## src/rtl/note_sequencer_if.sv

```systemverilog
// rtl/note_sequencer_if.sv - host/tone-generator bus for the note sequencer
interface note_sequencer_if #(
    parameter int ADDR_W = 4,
    parameter int HP_W   = 12,
    parameter int DUR_W  = 12
);
    logic                    sample_tick;
    logic                    wr_en;
    logic [ADDR_W-1:0]       wr_addr;
    logic [HP_W+DUR_W-1:0]   wr_data;
    logic                    start;
    logic                    stop;
    logic [HP_W-1:0]         tone_half_period;
    logic                    tone_en;
    logic [ADDR_W-1:0]       note_idx;
    logic                    busy;
    logic                    done;

    modport master (
        output sample_tick, wr_en, wr_addr, wr_data, start, stop,
        input  tone_half_period, tone_en, note_idx, busy, done
    );

    modport slave (
        input  sample_tick, wr_en, wr_addr, wr_data, start, stop,
        output tone_half_period, tone_en, note_idx, busy, done
    );
endinterface

```

## src/rtl/note_sequencer.sv

```systemverilog
// rtl/note_sequencer.sv - note-table melody sequencer; NOTE_SEQ_LOOP_EN makes playback repeat
module note_sequencer #(
    parameter int DEPTH       = 16,
    parameter int ADDR_W      = 4,
    parameter int HP_W        = 12,
    parameter int DUR_W       = 12,
    parameter int GAP_SAMPLES = 480
) (
    input  logic             clk,
    input  logic             reset,
    note_sequencer_if.slave  bus
);
    localparam int WORD_W = HP_W + DUR_W;
    localparam int GAP_W  = (GAP_SAMPLES > 0) ? $clog2(GAP_SAMPLES + 1) : 1;
    localparam logic [ADDR_W-1:0] LAST_IDX = ADDR_W'(DEPTH - 1);

    typedef enum logic [2:0] {
        S_IDLE,
        S_FETCH,
        S_DECODE,
        S_PLAY,
        S_GAP,
        S_ADVANCE,
        S_FINISH
    } state_t;

    state_t              r_state, w_state_nxt;
    logic [WORD_W-1:0]   r_mem [DEPTH];
    logic [WORD_W-1:0]   r_rd_data;
    logic [DUR_W-1:0]    r_dur_cnt, w_dur_cnt_nxt;
    logic [GAP_W-1:0]    r_gap_cnt, w_gap_cnt_nxt;
    logic [HP_W-1:0]     r_hp, w_hp_nxt;
    logic                r_tone_en, w_tone_en_nxt;
    logic [ADDR_W-1:0]   r_idx, w_idx_nxt;
    logic                r_done, w_done_nxt;
`ifdef NOTE_SEQ_LOOP_EN
    logic                r_empty, w_empty_nxt;
`endif

    logic [HP_W-1:0]     w_rd_hp;
    logic [DUR_W-1:0]    w_rd_dur;

    assign w_rd_hp  = r_rd_data[WORD_W-1:DUR_W];
    assign w_rd_dur = r_rd_data[DUR_W-1:0];

    // Note table: host writes only while idle, sequencer reads with one cycle latency from FETCH
    always_ff @(posedge clk) begin
        if (r_state == S_IDLE && bus.wr_en) begin
            r_mem[bus.wr_addr] <= bus.wr_data;
        end
        if (r_state == S_FETCH) begin
            r_rd_data <= r_mem[r_idx];
        end
    end

    // Next-state and next-output logic; stop overrides everything outside IDLE
    always_comb begin
        w_state_nxt   = r_state;
        w_dur_cnt_nxt = r_dur_cnt;
        w_gap_cnt_nxt = r_gap_cnt;
        w_hp_nxt      = r_hp;
        w_tone_en_nxt = r_tone_en;
        w_idx_nxt     = r_idx;
        w_done_nxt    = 1'b0;
`ifdef NOTE_SEQ_LOOP_EN
        w_empty_nxt   = r_empty;
`endif
        case (r_state)
            S_IDLE: begin
                if (bus.start && !bus.stop) begin
                    w_state_nxt = S_FETCH;
                    w_idx_nxt   = '0;
                end
            end
            S_FETCH: begin
                w_state_nxt = S_DECODE;
            end
            S_DECODE: begin
                if (w_rd_dur == '0) begin
                    w_state_nxt   = S_FINISH;
                    w_hp_nxt      = '0;
                    w_tone_en_nxt = 1'b0;
                    w_done_nxt    = 1'b1;
`ifdef NOTE_SEQ_LOOP_EN
                    w_empty_nxt   = (r_idx == '0);
`endif
                end else begin
                    w_state_nxt   = S_PLAY;
                    w_dur_cnt_nxt = w_rd_dur;
                    w_hp_nxt      = w_rd_hp;
                    w_tone_en_nxt = (w_rd_hp != '0);
                end
            end
            S_PLAY: begin
                if (bus.sample_tick && r_dur_cnt != '0) begin
                    if (r_dur_cnt == DUR_W'(1)) begin
                        w_dur_cnt_nxt = '0;
                        w_tone_en_nxt = 1'b0;
                        if (GAP_SAMPLES > 0) begin
                            w_state_nxt   = S_GAP;
                            w_gap_cnt_nxt = GAP_W'(GAP_SAMPLES);
                        end else begin
                            w_state_nxt   = S_ADVANCE;
                        end
                    end else begin
                        w_dur_cnt_nxt = r_dur_cnt - DUR_W'(1);
                    end
                end
            end
            S_GAP: begin
                if (bus.sample_tick && r_gap_cnt != '0) begin
                    if (r_gap_cnt == GAP_W'(1)) begin
                        w_gap_cnt_nxt = '0;
                        w_state_nxt   = S_ADVANCE;
                    end else begin
                        w_gap_cnt_nxt = r_gap_cnt - GAP_W'(1);
                    end
                end
            end
            S_ADVANCE: begin
                if (r_idx == LAST_IDX) begin
                    w_state_nxt   = S_FINISH;
                    w_hp_nxt      = '0;
                    w_tone_en_nxt = 1'b0;
                    w_done_nxt    = 1'b1;
`ifdef NOTE_SEQ_LOOP_EN
                    w_empty_nxt   = 1'b0;
`endif
                end else begin
                    w_state_nxt = S_FETCH;
                    w_idx_nxt   = r_idx + ADDR_W'(1);
                end
            end
            S_FINISH: begin
`ifdef NOTE_SEQ_LOOP_EN
                // An end marker in entry 0 would spin forever without playing anything
                if (r_empty) begin
                    w_state_nxt = S_IDLE;
                end else begin
                    w_state_nxt = S_FETCH;
                    w_idx_nxt   = '0;
                end
`else
                w_state_nxt = S_IDLE;
`endif
            end
            default: begin
                w_state_nxt = S_IDLE;
            end
        endcase

        if (r_state != S_IDLE && bus.stop) begin
            w_state_nxt   = S_IDLE;
            w_tone_en_nxt = 1'b0;
            w_hp_nxt      = '0;
            w_idx_nxt     = '0;
            w_done_nxt    = 1'b0;
            w_dur_cnt_nxt = '0;
            w_gap_cnt_nxt = '0;
        end
    end

    // State and output registers
    always_ff @(posedge clk) begin
        if (reset) begin
            r_state   <= S_IDLE;
            r_dur_cnt <= '0;
            r_gap_cnt <= '0;
            r_hp      <= '0;
            r_tone_en <= 1'b0;
            r_idx     <= '0;
            r_done    <= 1'b0;
`ifdef NOTE_SEQ_LOOP_EN
            r_empty   <= 1'b0;
`endif
        end else begin
            r_state   <= w_state_nxt;
            r_dur_cnt <= w_dur_cnt_nxt;
            r_gap_cnt <= w_gap_cnt_nxt;
            r_hp      <= w_hp_nxt;
            r_tone_en <= w_tone_en_nxt;
            r_idx     <= w_idx_nxt;
            r_done    <= w_done_nxt;
`ifdef NOTE_SEQ_LOOP_EN
            r_empty   <= w_empty_nxt;
`endif
        end
    end

    assign bus.tone_half_period = r_hp;
    assign bus.tone_en          = r_tone_en;
    assign bus.note_idx         = r_idx;
    assign bus.busy             = (r_state != S_IDLE);
    assign bus.done             = r_done;
endmodule

```

## src/flat_wrapper.sv

```systemverilog
// flat-port wrapper written by rule: the top's interface ports become plain ports
module note_sequencer_flat 
#(
    parameter int DEPTH       = 16,
    parameter int ADDR_W      = 4,
    parameter int HP_W        = 12,
    parameter int DUR_W       = 12,
    parameter int GAP_SAMPLES = 480
)
  (clk, reset, bus_sample_tick, bus_wr_en, bus_wr_addr, bus_wr_data, bus_start, bus_stop, bus_tone_half_period, bus_tone_en, bus_note_idx, bus_busy, bus_done);
  note_sequencer_if #(.ADDR_W(ADDR_W), .HP_W(HP_W), .DUR_W(DUR_W)) bus_i ();
  input  logic clk;
  input  logic reset;
  input wire logic [$bits(bus_i.sample_tick)-1:0] bus_sample_tick;
  input wire logic [$bits(bus_i.wr_en)-1:0] bus_wr_en;
  input wire logic [$bits(bus_i.wr_addr)-1:0] bus_wr_addr;
  input wire logic [$bits(bus_i.wr_data)-1:0] bus_wr_data;
  input wire logic [$bits(bus_i.start)-1:0] bus_start;
  input wire logic [$bits(bus_i.stop)-1:0] bus_stop;
  output wire logic [$bits(bus_i.tone_half_period)-1:0] bus_tone_half_period;
  output wire logic [$bits(bus_i.tone_en)-1:0] bus_tone_en;
  output wire logic [$bits(bus_i.note_idx)-1:0] bus_note_idx;
  output wire logic [$bits(bus_i.busy)-1:0] bus_busy;
  output wire logic [$bits(bus_i.done)-1:0] bus_done;
  assign bus_i.sample_tick = bus_sample_tick;
  assign bus_i.wr_en = bus_wr_en;
  assign bus_i.wr_addr = bus_wr_addr;
  assign bus_i.wr_data = bus_wr_data;
  assign bus_i.start = bus_start;
  assign bus_i.stop = bus_stop;
  assign bus_tone_half_period = bus_i.tone_half_period;
  assign bus_tone_en = bus_i.tone_en;
  assign bus_note_idx = bus_i.note_idx;
  assign bus_busy = bus_i.busy;
  assign bus_done = bus_i.done;
  note_sequencer #(.DEPTH(DEPTH), .ADDR_W(ADDR_W), .HP_W(HP_W), .DUR_W(DUR_W), .GAP_SAMPLES(GAP_SAMPLES)) u_core (.clk(clk), .reset(reset), .bus(bus_i));
endmodule
```

## config.mk

```make
export PLATFORM = sky130hd
export DESIGN_NAME = note_sequencer_flat
export DESIGN_NICKNAME = d
export VERILOG_FILES = /design/src/rtl/note_sequencer_if.sv /design/src/rtl/note_sequencer.sv /design/src/flat_wrapper.sv
export SDC_FILE = /design/constraint.sdc
export NUM_CORES = 1
export LEC_CHECK = 0
export BUFFER_PORTS_ARGS = -buffer_cell sky130_fd_sc_hd__buf_4
export CORE_ASPECT_RATIO = 0.75
export CORE_MARGIN = 10
export CORE_UTILIZATION = 38
export DETAILED_ROUTE_END_ITERATION = 8
export PLACE_DENSITY = 0.6
export SLEW_MARGIN = 20
export SYNTH_ARGS = -nofsm -noshare
export SYNTH_HDL_FRONTEND = slang
export SYNTH_SLANG_ARGS = --single-unit
export TNS_END_PERCENT = 1
```

## constraint.sdc

```tcl
create_clock -name clk -period 9.4 [get_ports clk]
set_clock_uncertainty 0.1 [all_clocks]
set_input_delay 0.47 -clock clk [delete_from_list [all_inputs] [get_ports clk]]
set_output_delay 0.47 -clock clk [all_outputs]
set_load 0.03 [all_outputs]
```

==> flow_summary.yaml <==
outcome:
  status: "complete, no violations"
run:
  cap_viol_max_count: 0
layout:
  mostFrequentLayoutCell: "edfxtp_1"
  drive_above_1_share: 0.293
  layout.cells.non_filler: 1574
  finalNetCount: 989
  layout_common_cells: "edfxtp_1 (408), mux4_2 (120), buf_4 (69), clkbuf_16 (43), dfxtp_1 (38)"
  final_core_util: 0.441
  area_growth_pct: 14.9
cts:
  cts_resized: 0
  cts.sinks: 450
  clk_latency_ps: 550
  ctsHoldBuffers: 0
  htreeDepth: 2
  cts.clk_slew.worst_paths_ps: 60
  cts_tree: "done"
  cts-root-buf: "clkbuf_16"
  numCtsBuffers: 43
  cts_setup_buffers: 0
  cts_buffer_depth: 3
power_and_ir_drop:
  powerDensity_nw_per_um2: 199
  p_leak_nw: 6.24
  vdd_drop_max_mv: 0.155
critical_path:
  crit_chain: "buf_4, buf_4, mux4_2, mux4_2"
  path_delay_family: "buffers and inverters"
  crit_arrival_ps: 3850
  cp.required_ps: 9590
  slowest_stage: "buf_4"
  slowest_delay_ps: 810
  worst-path-buf-inv: 2
  crit_fanout: 47
  worstSetupPathType: "flop to flop"
  worstSetupEndpointType: "flop"
  start_kind: "flop"
synthesis:
  synth_cell_types: 59
  syn-num-nets: 915
  synth_seq_cells: 450
  synthesis.area_um2: 17600
  syn_area_per_cell_um2: 20.1
  synth-main-ff-cell: "edfxtp_1"
  yosys_warnings: 0
  synthCells: 874
  synth_edf_count: 408
  ys_seq_area_frac: 0.745
  synthArstFlopShare: 0
timing:
  setup_viol: 0
  holdWs_ps: 120
  period_needed_ps: 3660
  period_share: 0.389
  fin_tns_setup_ps: 0
  maxSlewViolCount: 0
  slew_headroom: 0.237
  tightest_slew_ps: 1140
  rsz0062_at_grt: "no"
  fmax_mhz: 273
  hold_viol: 0
grt:
  met1_usage: 0.218
  grt_pass1_vias: 8751
  grt_usage: 0.143
  grt_pass1_wl_mm: 58.7
  top_usage_layer: "met1"
  grt_overflow: 0
  use_met3: 0.0298
  antenna_found_initial: 2
  grt_start_max_net_pins: 52
  grt_use_met2: 0.209
placement:
  port_buffers: 52
  place_inst: 1497
  routabilityCongestion: 0.797
  dp_hpwl_mm: 22.8
hold_path:
  hold_class: "primary input to flop"
routing:
  drtPass1Iterations: 5
  route.vias.total: 8803
  via_per_inst: 5.59
  wl_per_cell_um: 25.0
  postRouteAntennaNets: 0
  wl_mm: 39.3
  drc_errors: 0
  drt_iter0_markers: 1013
floorplanning:
  die_area_um2: 55400
  core.rowCount: 68
  die_w_um: 268
  io_pins: 53
  coreArea_um2: 45900
  initial_utilization: 0.383
  die_height_um: 206
## report_power, final
group | internal (mW) | switching [mW]
clock network | 0.924 | 0.721
logic | 0.0663 | 0.0915
registers | 2.21 | 0.0151
total | 3.20 | 0.827
## final timing paths
path / startpoint / end / slack, ps / depth (start not counted)
worst max-delay path: u_core.bus.note_idx[0] / u_core.r_rd_data[14] / 5740 / 4
worst min-delay path: bus_wr_data[17] / u_core.r_mem[13][17] / 120 / 1
worst max register to register: u_core.bus.note_idx[0] / u_core.r_rd_data[14] / 5740 / 4
worst min register to register: u_core.r_dur_cnt[4] / u_core.r_dur_cnt[4] / 390 / 2
## stage by stage
step                      setup slack (ps)  instance area, um2  total power, mW
after floorplan                       6080               17600             2.35
after global placement                5690               18800             2.42
after detailed placement              5650               18800             2.42
after CTS                             5650               20200             4.07
after global routing                  5410               20200             4.17
final                                 5740               20200             4.02
## logic make-up (layout without fill, tap and decap cells)
| group | Yosys count | in the layout | share of synthesized area |
|---|---|---|---|
| buf+inv | 55 | 159 | 0.0135 |
| xor+xnor | 5 | 5 | 0.00249 |
| compound gates | 92 | 92 | 0.0372 |
| mux | 121 | 121 | 0.154 |
| flops | 450 | 450 | 0.745 |
| simple gates | 144 | 144 | 0.0428 |
| fa+ha+maj | 7 | 7 | 0.00498 |
| other cells | 0 | 1 | 0 |
## synth_stat cells, types with 7 or more instances
library cell | number | area [um2]
o21ai_0 | 15 | 75.1
nor4_1 | 9 | 56.3
ha_1 | 7 | 87.6
mux4_2 | 120 | 2700
inv_1 | 10 | 37.5
nor3_1 | 19 | 95.1
a22oi_1 | 13 | 97.6
nand2_1 | 22 | 82.6
clkbuf_1 | 23 | 86.3
buf_1 | 7 | 26.3
a21oi_1 | 11 | 55.1
dfxtp_1 | 42 | 841
nor2_1 | 48 | 180
nand3_1 | 7 | 35.0
buf_2 | 12 | 60.1
edfxtp_1 | 408 | 12300
## worst reg2reg max path: cells and delay by family (launching register included)
family   cells  cell delay (ps)
buf+inv      2             1600
mux          2             1120
flops        1              570
## final cells by class
cell class | count | area [um2]
Inverter | 11 | 41.3
Clock buffer | 49 | 1100
Timing Repair Buffer | 73 | 621
Antenna cell | 1 | 2.50
Tap cell | 595 | 744
Fill cell | 3893 | 25700
Multi-Input combinational cell | 369 | 4370
Sequential cell | 450 | 13100
Clock inverter | 26 | 229
## metal layers
metal	routed length, um	share of wire	vias to the layer above
met5	9	0.00023	-
met4	453	0.012	2
met1	18700	0.48	4663
li1	-	-	3814
met3	2630	0.067	44
met2	17500	0.45	280
## sequential cells by signal, indices dropped and copies added, names as in the netlist
signal and flops:
u_core.bus.tone_en 1, u_core.bus.tone_half_period 12, u_core.bus.note_idx 4, u_core.r_state 3, u_core.r_gap_cnt 9, u_core.r_dur_cnt 12
u_core.r_mem 384, u_core.r_rd_data 24, u_core.bus.done 1
Note: power is estimated with default switching activity, not from simulation.
